--- src/rtl/if_stage.sv ---
// rtl/if_stage.sv - RV32I instruction fetch stage with req/gnt/rvalid port and 2-entry fetch FIFO
module if_stage #(
    parameter logic [31:0] BOOT_ADDR = 32'h0000_0000
) (
    input  logic        clk,
    input  logic        rst_n,
    input  logic        pc_set_i,
    input  logic [3:0]  pc_mux_i,
    input  logic [31:0] jump_target_i,
    input  logic [31:0] branch_target_i,
    output logic        instr_req_o,
    output logic [31:0] instr_addr_o,
    input  logic        instr_gnt_i,
    input  logic        instr_rvalid_i,
    input  logic [31:0] instr_rdata_i,
    output logic        instr_valid_id_o,
    output logic [31:0] instr_rdata_id_o,
    output logic [31:0] pc_id_o,
    input  logic        id_ready_i
);

    localparam logic [3:0]  PC_BOOT   = 4'b0000;
    localparam logic [3:0]  PC_JUMP   = 4'b0010;
    localparam logic [3:0]  PC_BRANCH = 4'b0011;
    localparam logic [31:0] NOP_INSTR = 32'h0000_0013;

    typedef enum logic [1:0] {
        ST_RESET,
        ST_REQ,
        ST_WAIT_RVALID
    } state_t;

    state_t      state_q, state_d;
    logic [31:0] fetch_pc_q;
    logic        req_hold_q;
    logic [31:0] addr_hold_q;
    logic        stale_q;
    logic        discard_q;
    logic [31:0] resp_pc_q;

    logic [31:0] fifo_pc_q    [2];
    logic [31:0] fifo_instr_q [2];
    logic        rd_ptr_q, wr_ptr_q;
    logic [1:0]  count_q;

    logic        mux_valid;
    logic [31:0] redirect_target;
    logic        redirect;
    logic        outstanding;
    logic        rvalid_ok;
    logic        gnt_ok;
    logic        handshake;
    logic        pop;
    logic        push;
    logic [2:0]  occupancy;
    logic        req_en;
    logic        req;

    // Decode the pc-mux code; unknown codes turn the redirect strobe into a no-op
    always_comb begin
        mux_valid       = 1'b1;
        redirect_target = BOOT_ADDR;
        case (pc_mux_i)
            PC_BOOT:   redirect_target = BOOT_ADDR;
            PC_JUMP:   redirect_target = jump_target_i;
            PC_BRANCH: redirect_target = branch_target_i;
            default:   mux_valid = 1'b0;
        endcase
    end

    assign redirect    = pc_set_i & mux_valid;
    assign outstanding = (state_q == ST_WAIT_RVALID);
    assign rvalid_ok   = instr_rvalid_i & outstanding;
    assign gnt_ok      = instr_req_o & instr_gnt_i;
    assign handshake   = instr_valid_id_o & id_ready_i;
    // ID must not consume during a redirect, so the head is kept (and then flushed)
    assign pop         = handshake & ~redirect;
    assign push        = rvalid_ok & ~discard_q & ~redirect;

    // Slots already committed (buffered + in flight) must leave room for one more
    assign occupancy   = {1'b0, count_q} + {2'b00, outstanding} - {2'b00, pop};
    assign req_en      = (occupancy < 3'd2) & (~outstanding | instr_rvalid_i);

    assign instr_req_o  = req;
    // A request that was not yet granted keeps its original address, even across a redirect
    assign instr_addr_o = req_hold_q ? addr_hold_q : fetch_pc_q;

    assign instr_valid_id_o = (count_q != 2'd0);
    assign instr_rdata_id_o = fifo_instr_q[rd_ptr_q];
    assign pc_id_o          = fifo_pc_q[rd_ptr_q];

    // Fetch FSM state register
    always_ff @(posedge clk or negedge rst_n) begin
        if (!rst_n) begin
            state_q <= ST_RESET;
        end else begin
            state_q <= state_d;
        end
    end

    // Fetch FSM next state and request generation
    always_comb begin
        state_d = state_q;
        req     = 1'b0;
        case (state_q)
            ST_RESET: begin
                state_d = ST_REQ;
            end
            ST_REQ: begin
                req = req_hold_q | req_en;
                if (req && instr_gnt_i) begin
                    state_d = ST_WAIT_RVALID;
                end
            end
            ST_WAIT_RVALID: begin
                req = req_en;
                if (instr_rvalid_i) begin
                    state_d = (req && instr_gnt_i) ? ST_WAIT_RVALID : ST_REQ;
                end
            end
            default: begin
                state_d = ST_RESET;
            end
        endcase
    end

    // Fetch PC, held-request tracking and response discard bookkeeping
    always_ff @(posedge clk or negedge rst_n) begin
        if (!rst_n) begin
            fetch_pc_q  <= BOOT_ADDR;
            req_hold_q  <= 1'b0;
            addr_hold_q <= BOOT_ADDR;
            stale_q     <= 1'b0;
            discard_q   <= 1'b0;
            resp_pc_q   <= BOOT_ADDR;
        end else begin
            req_hold_q  <= instr_req_o & ~instr_gnt_i;
            addr_hold_q <= instr_addr_o;

            if (gnt_ok) begin
                resp_pc_q <= instr_addr_o;
            end

            // A stale held request does not advance the PC; the target is already loaded
            if (redirect) begin
                fetch_pc_q <= redirect_target & ~32'h0000_0003;
            end else if (gnt_ok && !stale_q) begin
                fetch_pc_q <= fetch_pc_q + 32'd4;
            end

            if (gnt_ok) begin
                stale_q <= 1'b0;
            end else if (redirect && instr_req_o) begin
                stale_q <= 1'b1;
            end

            // Only one response can be in flight, so a single flag covers it
            if (redirect && ((outstanding && !instr_rvalid_i) || gnt_ok)) begin
                discard_q <= 1'b1;
            end else if (gnt_ok && stale_q) begin
                discard_q <= 1'b1;
            end else if (rvalid_ok) begin
                discard_q <= 1'b0;
            end
        end
    end

    // Two-entry FIFO of {pc, instr}; a redirect flushes it
    always_ff @(posedge clk or negedge rst_n) begin
        if (!rst_n) begin
            for (int i = 0; i < 2; i++) begin
                fifo_pc_q[i]    <= 32'h0000_0000;
                fifo_instr_q[i] <= NOP_INSTR;
            end
            rd_ptr_q <= 1'b0;
            wr_ptr_q <= 1'b0;
            count_q  <= 2'd0;
        end else if (redirect) begin
            rd_ptr_q <= 1'b0;
            wr_ptr_q <= 1'b0;
            count_q  <= 2'd0;
        end else begin
            if (push) begin
                fifo_pc_q[wr_ptr_q]    <= resp_pc_q;
                fifo_instr_q[wr_ptr_q] <= instr_rdata_i;
                wr_ptr_q               <= ~wr_ptr_q;
            end
            if (pop) begin
                rd_ptr_q <= ~rd_ptr_q;
            end
            count_q <= count_q + {1'b0, push} - {1'b0, pop};
        end
    end

endmodule

--- config.mk ---
export PLATFORM = sky130hd
export DESIGN_NAME = if_stage
export DESIGN_NICKNAME = d
export VERILOG_FILES = /design/src/rtl/if_stage.sv
export SDC_FILE = /design/constraint.sdc
export NUM_CORES = 1
export LEC_CHECK = 0
export ABC_CLOCK_PERIOD_IN_PS = 4700
export BUFFER_PORTS_ARGS = -buffer_cell sky130_fd_sc_hd__buf_2
export CAP_MARGIN = 20
export CORE_MARGIN = 2
export CORE_UTILIZATION = 45
export CTS_CLUSTER_DIAMETER = 100
export CTS_CLUSTER_SIZE = 12
export DETAILED_ROUTE_END_ITERATION = 16
export PLACE_DENSITY = 0.73
export RECOVER_POWER = 100
export SYNTH_ARGS = -nofsm -noshare
export SYNTH_HDL_FRONTEND = slang
export SYNTH_SLANG_ARGS = --single-unit
--- constraint.sdc ---
create_clock -name clk -period 4.7 [get_ports clk]
set_clock_uncertainty 0.05 [all_clocks]
set_input_delay 0.94 -clock clk [delete_from_list [all_inputs] [get_ports clk]]
set_output_delay 0.94 -clock clk [all_outputs]
set_load 0.01 [all_outputs]
# Word-level counts from Yosys, hierarchy flattened
# Index checks and enable logic that the tools add are counted.
dict set report classes {
  add_sub_neg 5
  order_cmp 4
  eq_ne 6
  n_mux 30
  bitwise_logic 19
  reduce_logical 22
}
# op count
set ops {}
lappend ops {{2-to-1 mux 32 bit} 10}
lappend ops {{bitwise mux 64 bit} 2}
lappend ops {{one-hot mux 32 bit (2 select lines)} 1}
lappend ops {{adder 32 x 3 -> 32 bit, second input constant} 1}
lappend ops {{demux 32 bit (select 1 bit)} 1}
lappend ops {{2-to-1 mux 1 bit} 10}
lappend ops {{nonzero test 2 bit} 5}
lappend ops {{AND 1 bit} 9}
lappend ops {{equality test 4 x 2 -> 1 bit, second input constant} 2}
lappend ops {{logical AND 1 bit} 8}
lappend ops {{2-to-1 mux 2 bit} 4}
lappend ops {{NOT 1 bit} 6}
lappend ops {{one-hot mux 2 bit (3 select lines)} 1}
lappend ops {{greater-or-equal comparator 2 bit, second input constant} 2}
lappend ops {{zero test 4 bit} 1}
lappend ops {{!= test 2 bit, second input constant} 2}
lappend ops {{NOT 1 -> 2 bit} 2}
lappend ops {{AND reduction 2 bit} 2}
lappend ops {{adder 2 x 1 -> 3 bit} 1}
lappend ops {{less-than comparator 3 x 2 -> 1 bit, second input constant} 1}
lappend ops {{nonzero test 3 bit} 1}
lappend ops {{OR reduction 3 bit} 1}
lappend ops {{subtractor 3 x 1 -> 3 bit} 1}
lappend ops {{adder 2 x 1 -> 2 bit} 1}
lappend ops {{other kinds (9)} 11}
dict set report word_totals {
  reg_bits 233
  inputBits 106
  output_inout_bits 98
  wordCells 100
}

# Depth between registers and ports, before layout
# Gate-level depths: netlist (run 1).
dict set report logic_depth {
  ltp_word 15
  depth_mapped 14
  mapped_depth_nobuf 11
}

# Least setup slack after synthesis (run 1)
# Ideal clock, no wire load.
dict set report synth_timing {
  path_type {input port to flip-flop}
  from {input pc_mux_i[3]}
  to {register fetch_pc_q[26]}
  setup_time_ns 0.124
  t_arrival_ns 4.208
  slack_ns 0.318
  cell_stages 13
  path_buffers 2
  path_cell_list {nor2_1 and3_1 clkbuf_1 clkbuf_1 nor2_1 ha_1 nand2b_1 fa_1 xnor2_4 a41oi_1 nor4_1 nor2_1 a211o_2}
}
dict set report synth_via {
  elab_chain_len 14
  word_cells_on_any_way 18
}
# item line_no
set synth_lines {}
lappend synth_lines {{start, declared} 8} ;# input logic [3:0] pc_mux_i,
lappend synth_lines {{equality test 4 x 2 -> 1 bit or zero test 4 bit (tied branches)} 63} ;# case (pc_mux_i)
lappend synth_lines {{OR reduction 3 bit (no line)} --}
lappend synth_lines {{2-to-1 mux 1 bit} 63}
lappend synth_lines {{AND 1 bit} 71} ;# assign redirect = pc_set_i & mux_valid;
lappend synth_lines {{NOT 1 bit (no line)} --}
lappend synth_lines {{AND 1 bit} 77} ;# assign pop = handshake & ~redirect;
lappend synth_lines {{subtractor 3 x 1 -> 3 bit} 81} ;# assign occupancy = {1'b0, count_q} + {2'b00, outstanding} - {2'b00, pop};
lappend synth_lines {{less-than comparator 3 x 2 -> 1 bit} 82} ;# assign req_en = (occupancy < 3'd2) & (~outstanding | instr_rvalid_i);
lappend synth_lines {{AND 1 bit} 82}
lappend synth_lines {{bitwise OR 1 bit} 110} ;# req = req_hold_q | req_en;
lappend synth_lines {{one-hot mux 1 bit (2 select lines)} 105} ;# case (state_q)
lappend synth_lines {{AND 1 bit} 74} ;# assign gnt_ok = instr_req_o & instr_gnt_i;
lappend synth_lines {{logical AND 1 bit} 147} ;# end else if (gnt_ok && !stale_q) begin
lappend synth_lines {{nonzero test 2 bit (no line)} --}
lappend synth_lines {{end signal, assigned} 146} ;# fetch_pc_q <= redirect_target & ~32'h0000_0003;
lappend synth_lines {{end signal, assigned} 148} ;# fetch_pc_q <= fetch_pc_q + 32'd4;
lappend synth_lines {{end, declared} 34} ;# logic [31:0] fetch_pc_q;
# Several ways; a longest one is shown, not always the timed one.
# A chain may end at the register's enable or synchronous reset.

# Worst setup path in the final report (run 1)
dict set report layout_timing {
  from {input pc_mux_i[1]}
  to {output instr_req_o}
}
dict set report layout_via {
  elab_chain_len 11
  word_cells_on_any_way 13
}
# item line_no
set layout_lines {}
lappend layout_lines {{equality test 4 x 2 -> 1 bit or zero test 4 bit (tied branches)} 63}
lappend layout_lines {{OR reduction 3 bit (no line) (*)} --}
lappend layout_lines {{2-to-1 mux 1 bit (*)} 63}
lappend layout_lines {{AND 1 bit (*)} 71}
lappend layout_lines {{NOT 1 bit (no line) (*)} --}
lappend layout_lines {{AND 1 bit (*)} 77}
lappend layout_lines {{subtractor 3 x 1 -> 3 bit (*)} 81}
lappend layout_lines {{less-than comparator 3 x 2 -> 1 bit (*)} 82}
lappend layout_lines {{AND 1 bit (*)} 82}
lappend layout_lines {{bitwise OR 1 bit} 110}
lappend layout_lines {{one-hot mux 1 bit (2 select lines) (*)} 105}
lappend layout_lines {{end, declared} 11} ;# output logic instr_req_o,
# Every way passes the cells marked *; elsewhere a longest branch is shown, timed or not.

==> results of run 1 <==
worst max-delay path: stages:
cell	delay [ns]
buf_2	0.11
nand2b_1	0.15
and3_1	0.19
nor2_1	0.19
ha_1	0.26
nand2b_1	0.15
fa_1	0.45
xnor2_4	0.25
nand2_1	0.13
o22ai_1	0.22
and2_0	0.20
buf_2	0.15
state kept, by name, summed over array words and instances (netlist names):
register / cells
fifo_instr_q: 64
fifo_pc_q: 64
addr_hold_q: 32
resp_pc_q: 32
fetch_pc_q: 30
count_q: 2
state_q: 2
discard_q: 1
rd_ptr_q: 1
req_hold_q: 1
stale_q: 1
wr_ptr_q: 1
area by class of cell:
type | count | share of cell area (%)
Multi-Input combinational cell | 502 | 36.6
Clock buffer | 40 | 5.16
Sequential cell | 231 | 46.7
Inverter | 7 | 0.212
Clock inverter | 2 | 0.161
Timing Repair Buffer | 216 | 7.90
Tap cell | 319 | 3.22
through the flow:
stage	total power, mW	util, %	setup slack [ns]
global placement	5.91	51.4	0.426
CTS	7.71	54.2	0.378
detailed placement	6.01	51.4	0.399
global route	7.98	53.3	0.145
finish	7.48	53.3	0.331
floorplan	5.03	-	0.318
worst paths after layout:
path / start / end / slack (ns) / cells past startpoint
setup reg to reg: state_q[0] / fifo_pc_q[32] / 0.53 / 8
min in group asynchronous: rst_n / fifo_pc_q[20] / 0.48 / 1
hold reg to reg: fifo_pc_q[28] / fifo_pc_q[28] / 0.45 / 1
setup / recovery: pc_mux_i[1] / instr_req_o / 0.33 / 12
hold / removal: fifo_pc_q[28] / fifo_pc_q[28] / 0.45 / 1
max in group asynchronous: rst_n / fifo_instr_q[30] / 0.93 / 2
metal layers:
metal	up-vias	part of all wire, %
met3	33	4.5
met2	165	49
met1	3594	44
met4	0	2.2
li1	3313	-
met5	-	0
cell families (layout without fill, tap and decap cells):
logic type	Yosys count	count (layout)	share of synthesized area (%)
compound gates	90	90	6.08
xor+xnor	17	17	1.59
mux	257	257	27.4
flops	231	231	54.9
simple gates	129	129	6.80
fa+ha+maj	9	9	1.14
buf+inv	55	265	2.09
power by group through the flow:
stage,sequential (mW),clock (mW),combinational (mW)
global placement,3.30,0,2.61
global route,3.41,1.80,2.76
detailed placement,3.34,0,2.67
floorplan,3.06,0,1.98
CTS,3.31,1.72,2.68
finish,3.30,1.67,2.51
placed cells by master (no fill, tap or decap), types with 18 or more instances in the layout:
cell type,instances
a21oi_1,18
a221oi_1,22
buf_2,102
clkbuf_1,122
clkbuf_16,23
dfrtp_1,224
mux2_1,30
mux2_2,223
nand2_1,18
nor2_1,22
synth_stat cells, types with 3 or more instances:
master / instances
nand4_1: 14
o31ai_1: 3
buf_1: 5
and4_1: 5
nor2_1: 22
or3_1: 6
nor4_1: 11
dfstp_2: 6
inv_1: 7
nand3_1: 14
clkbuf_1: 32
o21ai_0: 12
a31oi_1: 9
and3_1: 9
a22o_1: 4
mux2i_1: 4
buf_2: 11
nor3_1: 4
xnor2_1: 11
nand2b_1: 5
a21oi_1: 18
a221o_1: 3
a221oi_1: 22
and2_1: 10
a22oi_1: 7
ha_1: 8
o22ai_1: 3
xor2_1: 5
dfrtp_1: 225
mux2_2: 253
nand2_1: 18
==> results.py, run 1 <==
metrics = {
    "clock_tree": {
        "clkLatencyLatePin_ns": 0.51,
        "cts-root-buf": "clkbuf_16",
        "clk_pin_slew_worst_paths_ns": 0.06,
        "cts_resized": 0,
        "cts.htree.levels": 1,
        "cts_buffer_depth": 3,
        "cts_tree": "built",
        "cts_hold_buffers": 0,
        "clock_sinks": 231,
        "post_cts_buffers": 0,
        "numCtsBuffers": 23,
    },
    "power": {
        "swShare_pct": 33.3,
        "max-vdd-ir-drop_mv": 0.386,
        "pwr-share-seq_pct": 44.2,
        "clkPwrFrac_pct": 22.3,
        "p_int_mw": 4.99,
        "power.switching_mw": 2.49,
        "comb_power_share_pct": 33.6,
        "leakagePower_nw": 5.48,
        "powerDensity_mw_per_mm2": 603,
    },
    "global_route": {
        "grt_max_degree": 132,
        "grt_usage_pct": 19.3,
        "grt_util_met2_pct": 32.9,
        "grt_pass1_wl_um": 38200,
        "antenna_found_initial": 0,
        "busiest_layer": "met2",
        "use_met3_pct": 2.89,
        "grt_remaining_overflow": 0,
        "grt_pass1_vias": 7219,
        "grtUsageMet1_pct": 25.9,
    },
    "logic_synthesis": {
        "synth_top_area_cell": "dfrtp_1",
        "synthArstFlopShare_pct": 100,
        "yosys_warnings": 0,
        "syn_area_mm2": 0.0105,
        "ys_types": 47,
        "syn_inst": 788,
        "synth-seq-cells": 231,
        "syn_avg_cell_area_um2": 13.4,
        "yosysTopAreaCellShare_pct": 53.4,
        "syn_nets": 903,
        "synth_area_leaders": "dfrtp_1, mux2_2, a221oi_1",
        "yosysSeqAreaShare_pct": 54.9,
        "synth_edf_count": 0,
        "ys.flop_type": "dfrtp_1",
    },
    "timing": {
        "finalSetupViolCount": 0,
        "max_freq_mhz": 229,
        "hold_violations": 0,
        "min_period_ns": 4.37,
        "fin_hold_ws_ns": 0.449,
        "slew_viol_final": 103,
        "rsz0062_at_grt": "false",
        "post-route-period-util_pct": 93.0,
        "tns_ns": 0,
        "worst_slew_pin_slew_ns": 2.79,
        "slew_headroom_pct": -86.1,
    },
    "layout": {
        "nFillCells": 2084,
        "drive_above_1_share_pct": 37.5,
        "instances_no_fill": 1317,
        "multiInputGateArea_mm2": 0.00454,
        "final-seq-area_mm2": 0.00579,
        "final_area_mm2": 0.0124,
        "syn_to_final_growth_pct": 17.6,
        "antenna_cells": 0,
        "layout.nets": 1096,
    },
    "run_status": {
        "violations": "max-capacitance violations, max-slew violations",
        "status": "complete, but fails checks",
    },
    "critical_path": {
        "crit_path_start_kind": "input pin",
        "worstSetupPathType": "input pin to output port",
        "worstPathRequired_ns": 3.71,
        "crit_arrival_ns": 3.38,
        "worstPathMaxFanout": 7,
        "end_kind": "output port",
    },
    "place": {
        "gp_congestion": 0.800,
        "portBuffers": 199,
        "dp_hpwl_um": 15800,
        "postPlaceCellArea_mm2": 0.0120,
        "dpl.cell_count": 1274,
    },
    "drt": {
        "viasPerCell": 5.39,
        "drtIter0Drc": 316,
        "route.detailed.drc": 0,
        "drt-total-wl_um": 24100,
        "ant_nets": 0,
        "routedWlPerCell_um": 18.3,
        "via_count": 7105,
        "first_pass_iters": 6,
    },
    "die": {
        "initial_core_util_pct": 45.3,
        "die_h_um": 157,
        "rows": 56,
        "die_area_mm2": 0.0247,
        "io_pins": 204,
        "fp.dieW_um": 157,
        "core_mm2": 0.0233,
    },
    "min_path": {
        "min_path_type": "flop to flop",
    },
    "run": {
        "cap_violations": 3,
    },
}
Power figures use the tool's default switching activity.
==> inputs of run 2 (changes only) <==
- PLACE_DENSITY: 0.73 -> 0.67
==> run 2 against run 1 <==
The flow still finishes with violations (max-capacitance violations, max-slew violations). Fmax grew 1.1%. Sequential power hardly changed. First-iteration DRC count grew 0.32%. Worst setup slack improved by 0.048 ns. Hold slack barely moved. Power shrank 1.0%. Routed wire length down 1.9%. Via count fell by 1.1%. Clock-buffer cell count down 9. Design area down 0.51%. Core utilization decreased by 0.27 points.
==> results.py, run 2 (synthesis results as in run 1) <==
metrics = {
    "power": {
        "total_power_mw": 7.40,
        "swShare_pct": 33.2,
        "p_int_mw": 4.95,
        "pwr-share-seq_pct": 44.5,
        "powerDensity_mw_per_mm2": 600,
        "comb_power_share_pct": 33.7,
        "power.switching_mw": 2.46,
        "clkPwrFrac_pct": 21.8,
        "max-vdd-ir-drop_mv": 0.277,
        "leakagePower_nw": 5.45,
    },
    "layout": {
        "final-seq-area_mm2": 0.00579,
        "syn_to_final_growth_pct": 17.0,
        "top_regs": "fifo_instr_q (64), fifo_pc_q (64)",
        "antenna_cells": 0,
        "nFillCells": 2123,
        "mostFrequentLayoutCells": "mux2_2, dfrtp_1, clkbuf_1, buf_2, mux2_1",
        "drive_above_1_share_pct": 37.8,
        "layout.nets": 1096,
        "multiInputGateArea_mm2": 0.00454,
    },
    "global_route": {
        "grt_remaining_overflow": 0,
        "antenna_found_initial": 0,
        "grt_pass1_vias": 7032,
        "grt_usage_pct": 18.9,
        "grt_pass1_wl_um": 37300,
        "grt_max_degree": 101,
    },
    "timing": {
        "max_freq_mhz": 231,
        "tns_ns": 0,
        "slew_viol_final": 126,
        "post-route-period-util_pct": 91.9,
        "hold_violations": 0,
        "slew_headroom_pct": -63.6,
        "min_period_ns": 4.32,
        "finalSetupViolCount": 0,
        "rsz0062_at_grt": "false",
        "worst_slew_pin_slew_ns": 2.45,
    },
    "critical_path": {
        "crit_path_start_kind": "input pin",
        "crit_arrival_ns": 3.33,
        "path_cells": "buf_2, nand2b_1, and3_1, nor2_1, ha_1, nand2b_1, fa_1, xnor2_4, nand2_1, o22ai_1, and2_0, buf_2",
        "end_kind": "output port",
        "slowest_delay_ns": 0.45,
        "crit_family": "simple AND/OR/NAND/NOR gates",
        "crit_buf_inv": 2,
        "worstSetupPathType": "input pin to output port",
        "crit_path_top_delay_cell": "fa_1",
        "worstPathMaxFanout": 7,
        "worstPathRequired_ns": 3.71,
    },
    "clock_tree": {
        "clk_pin_slew_worst_paths_ns": 0.06,
        "cts_buffer_depth": 3,
        "clock_sinks": 231,
        "cts_hold_buffers": 0,
        "cts_tree": "built",
        "numCtsBuffers": 23,
        "post_cts_buffers": 0,
        "cts-root-buf": "clkbuf_16",
        "clkLatencyLatePin_ns": 0.51,
        "cts.htree.levels": 1,
        "cts_resized": 0,
    },
    "min_path": {
        "min_path_type": "flop to flop",
    },
    "die": {
        "die_h_um": 157,
        "rows": 56,
        "core_mm2": 0.0233,
        "fp.dieW_um": 157,
        "initial_core_util_pct": 45.3,
        "io_pins": 204,
        "die_area_mm2": 0.0247,
    },
    "drt": {
        "drt-total-wl_um": 23600,
        "viasPerCell": 5.38,
        "first_pass_iters": 4,
        "via_count": 7029,
        "route.detailed.drc": 0,
        "routedWlPerCell_um": 18.1,
        "ant_nets": 0,
        "drtIter0Drc": 317,
    },
    "run_status": {
        "violations": "max-capacitance violations, max-slew violations",
        "status": "complete, but fails checks",
    },
    "place": {
        "dp_hpwl_um": 15700,
        "gp_congestion": 0.804,
        "portBuffers": 199,
    },
    "run": {
        "cap_violations": 2,
    },
}
==> run 2: layer usage <==
layer	GRT usage, %	wire (um)
met1	25.8	10600
met2	31.7	11300
met3	2.75	1120
met4	5.54	613
met5	0	0
==> run 2: per-stage QoR <==
stage / hold WS, ns / setup slack (ns) / area [um2] / util (%) / std cells
after floorplan: 0.424 / 0.318 / 10500 / - / 788
after global placement: 0.432 / 0.430 / 11900 / 51.3 / 1275
after detailed placement: 0.440 / 0.388 / 11900 / 51.3 / 1275
after CTS: 0.439 / 0.384 / 12600 / 54.0 / 1307
after global routing: 0.464 / 0.203 / 12300 / 53.0 / 1307
final: 0.448 / 0.378 / 12300 / 53.0 / 1307
==> run 2: worst register-to-register path, stage by stage, from the launching register on <==
cell	delay, ns
dfrtp_1	0.49
or2_2	0.36
nand2_1	0.10
nor2_1	0.07
ha_1	0.26
nand2b_1	0.15
fa_1	0.45
xnor2_4	0.25
a41o_1	0.30
and3_2	0.21
clkbuf_1	0.98
mux2_2	0.44
==> run 2: power groups by stage <==
| stage | registers (mW) | clock network [mW] | logic, mW |
|---|---|---|---|
| after detailed placement | 3.34 | 0 | 2.66 |
| after global routing | 3.41 | 1.75 | 2.73 |
| after CTS | 3.30 | 1.67 | 2.67 |
| final | 3.29 | 1.61 | 2.50 |
| after global placement | 3.30 | 0 | 2.61 |
| after floorplan | 3.06 | 0 | 1.98 |
==> run 2: worst paths after layout <==
check	slack (ns)	to	start	cells past startpoint
setup reg to reg	0.47	resp_pc_q[16]	count_q[1]	11
setup / recovery	0.38	instr_req_o	pc_mux_i[1]	12
hold reg to reg	0.45	fifo_pc_q[7]	fifo_pc_q[7]	1
max in group asynchronous	0.98	addr_hold_q[20]	rst_n	2
min in group asynchronous	1.09	fifo_instr_q[57]	rst_n	1
hold / removal	0.45	fifo_pc_q[7]	fifo_pc_q[7]	1
==> run 2: cell type report <==
class / instances / share of cell area [%]
clock inverter: 1 / 0.0913
inverter: 7 / 0.213
timing repair buffer: 216 / 7.79
clock buffer: 31 / 4.91
multi-input combinational: 502 / 36.8
tap: 319 / 3.24
sequential: 231 / 47.0
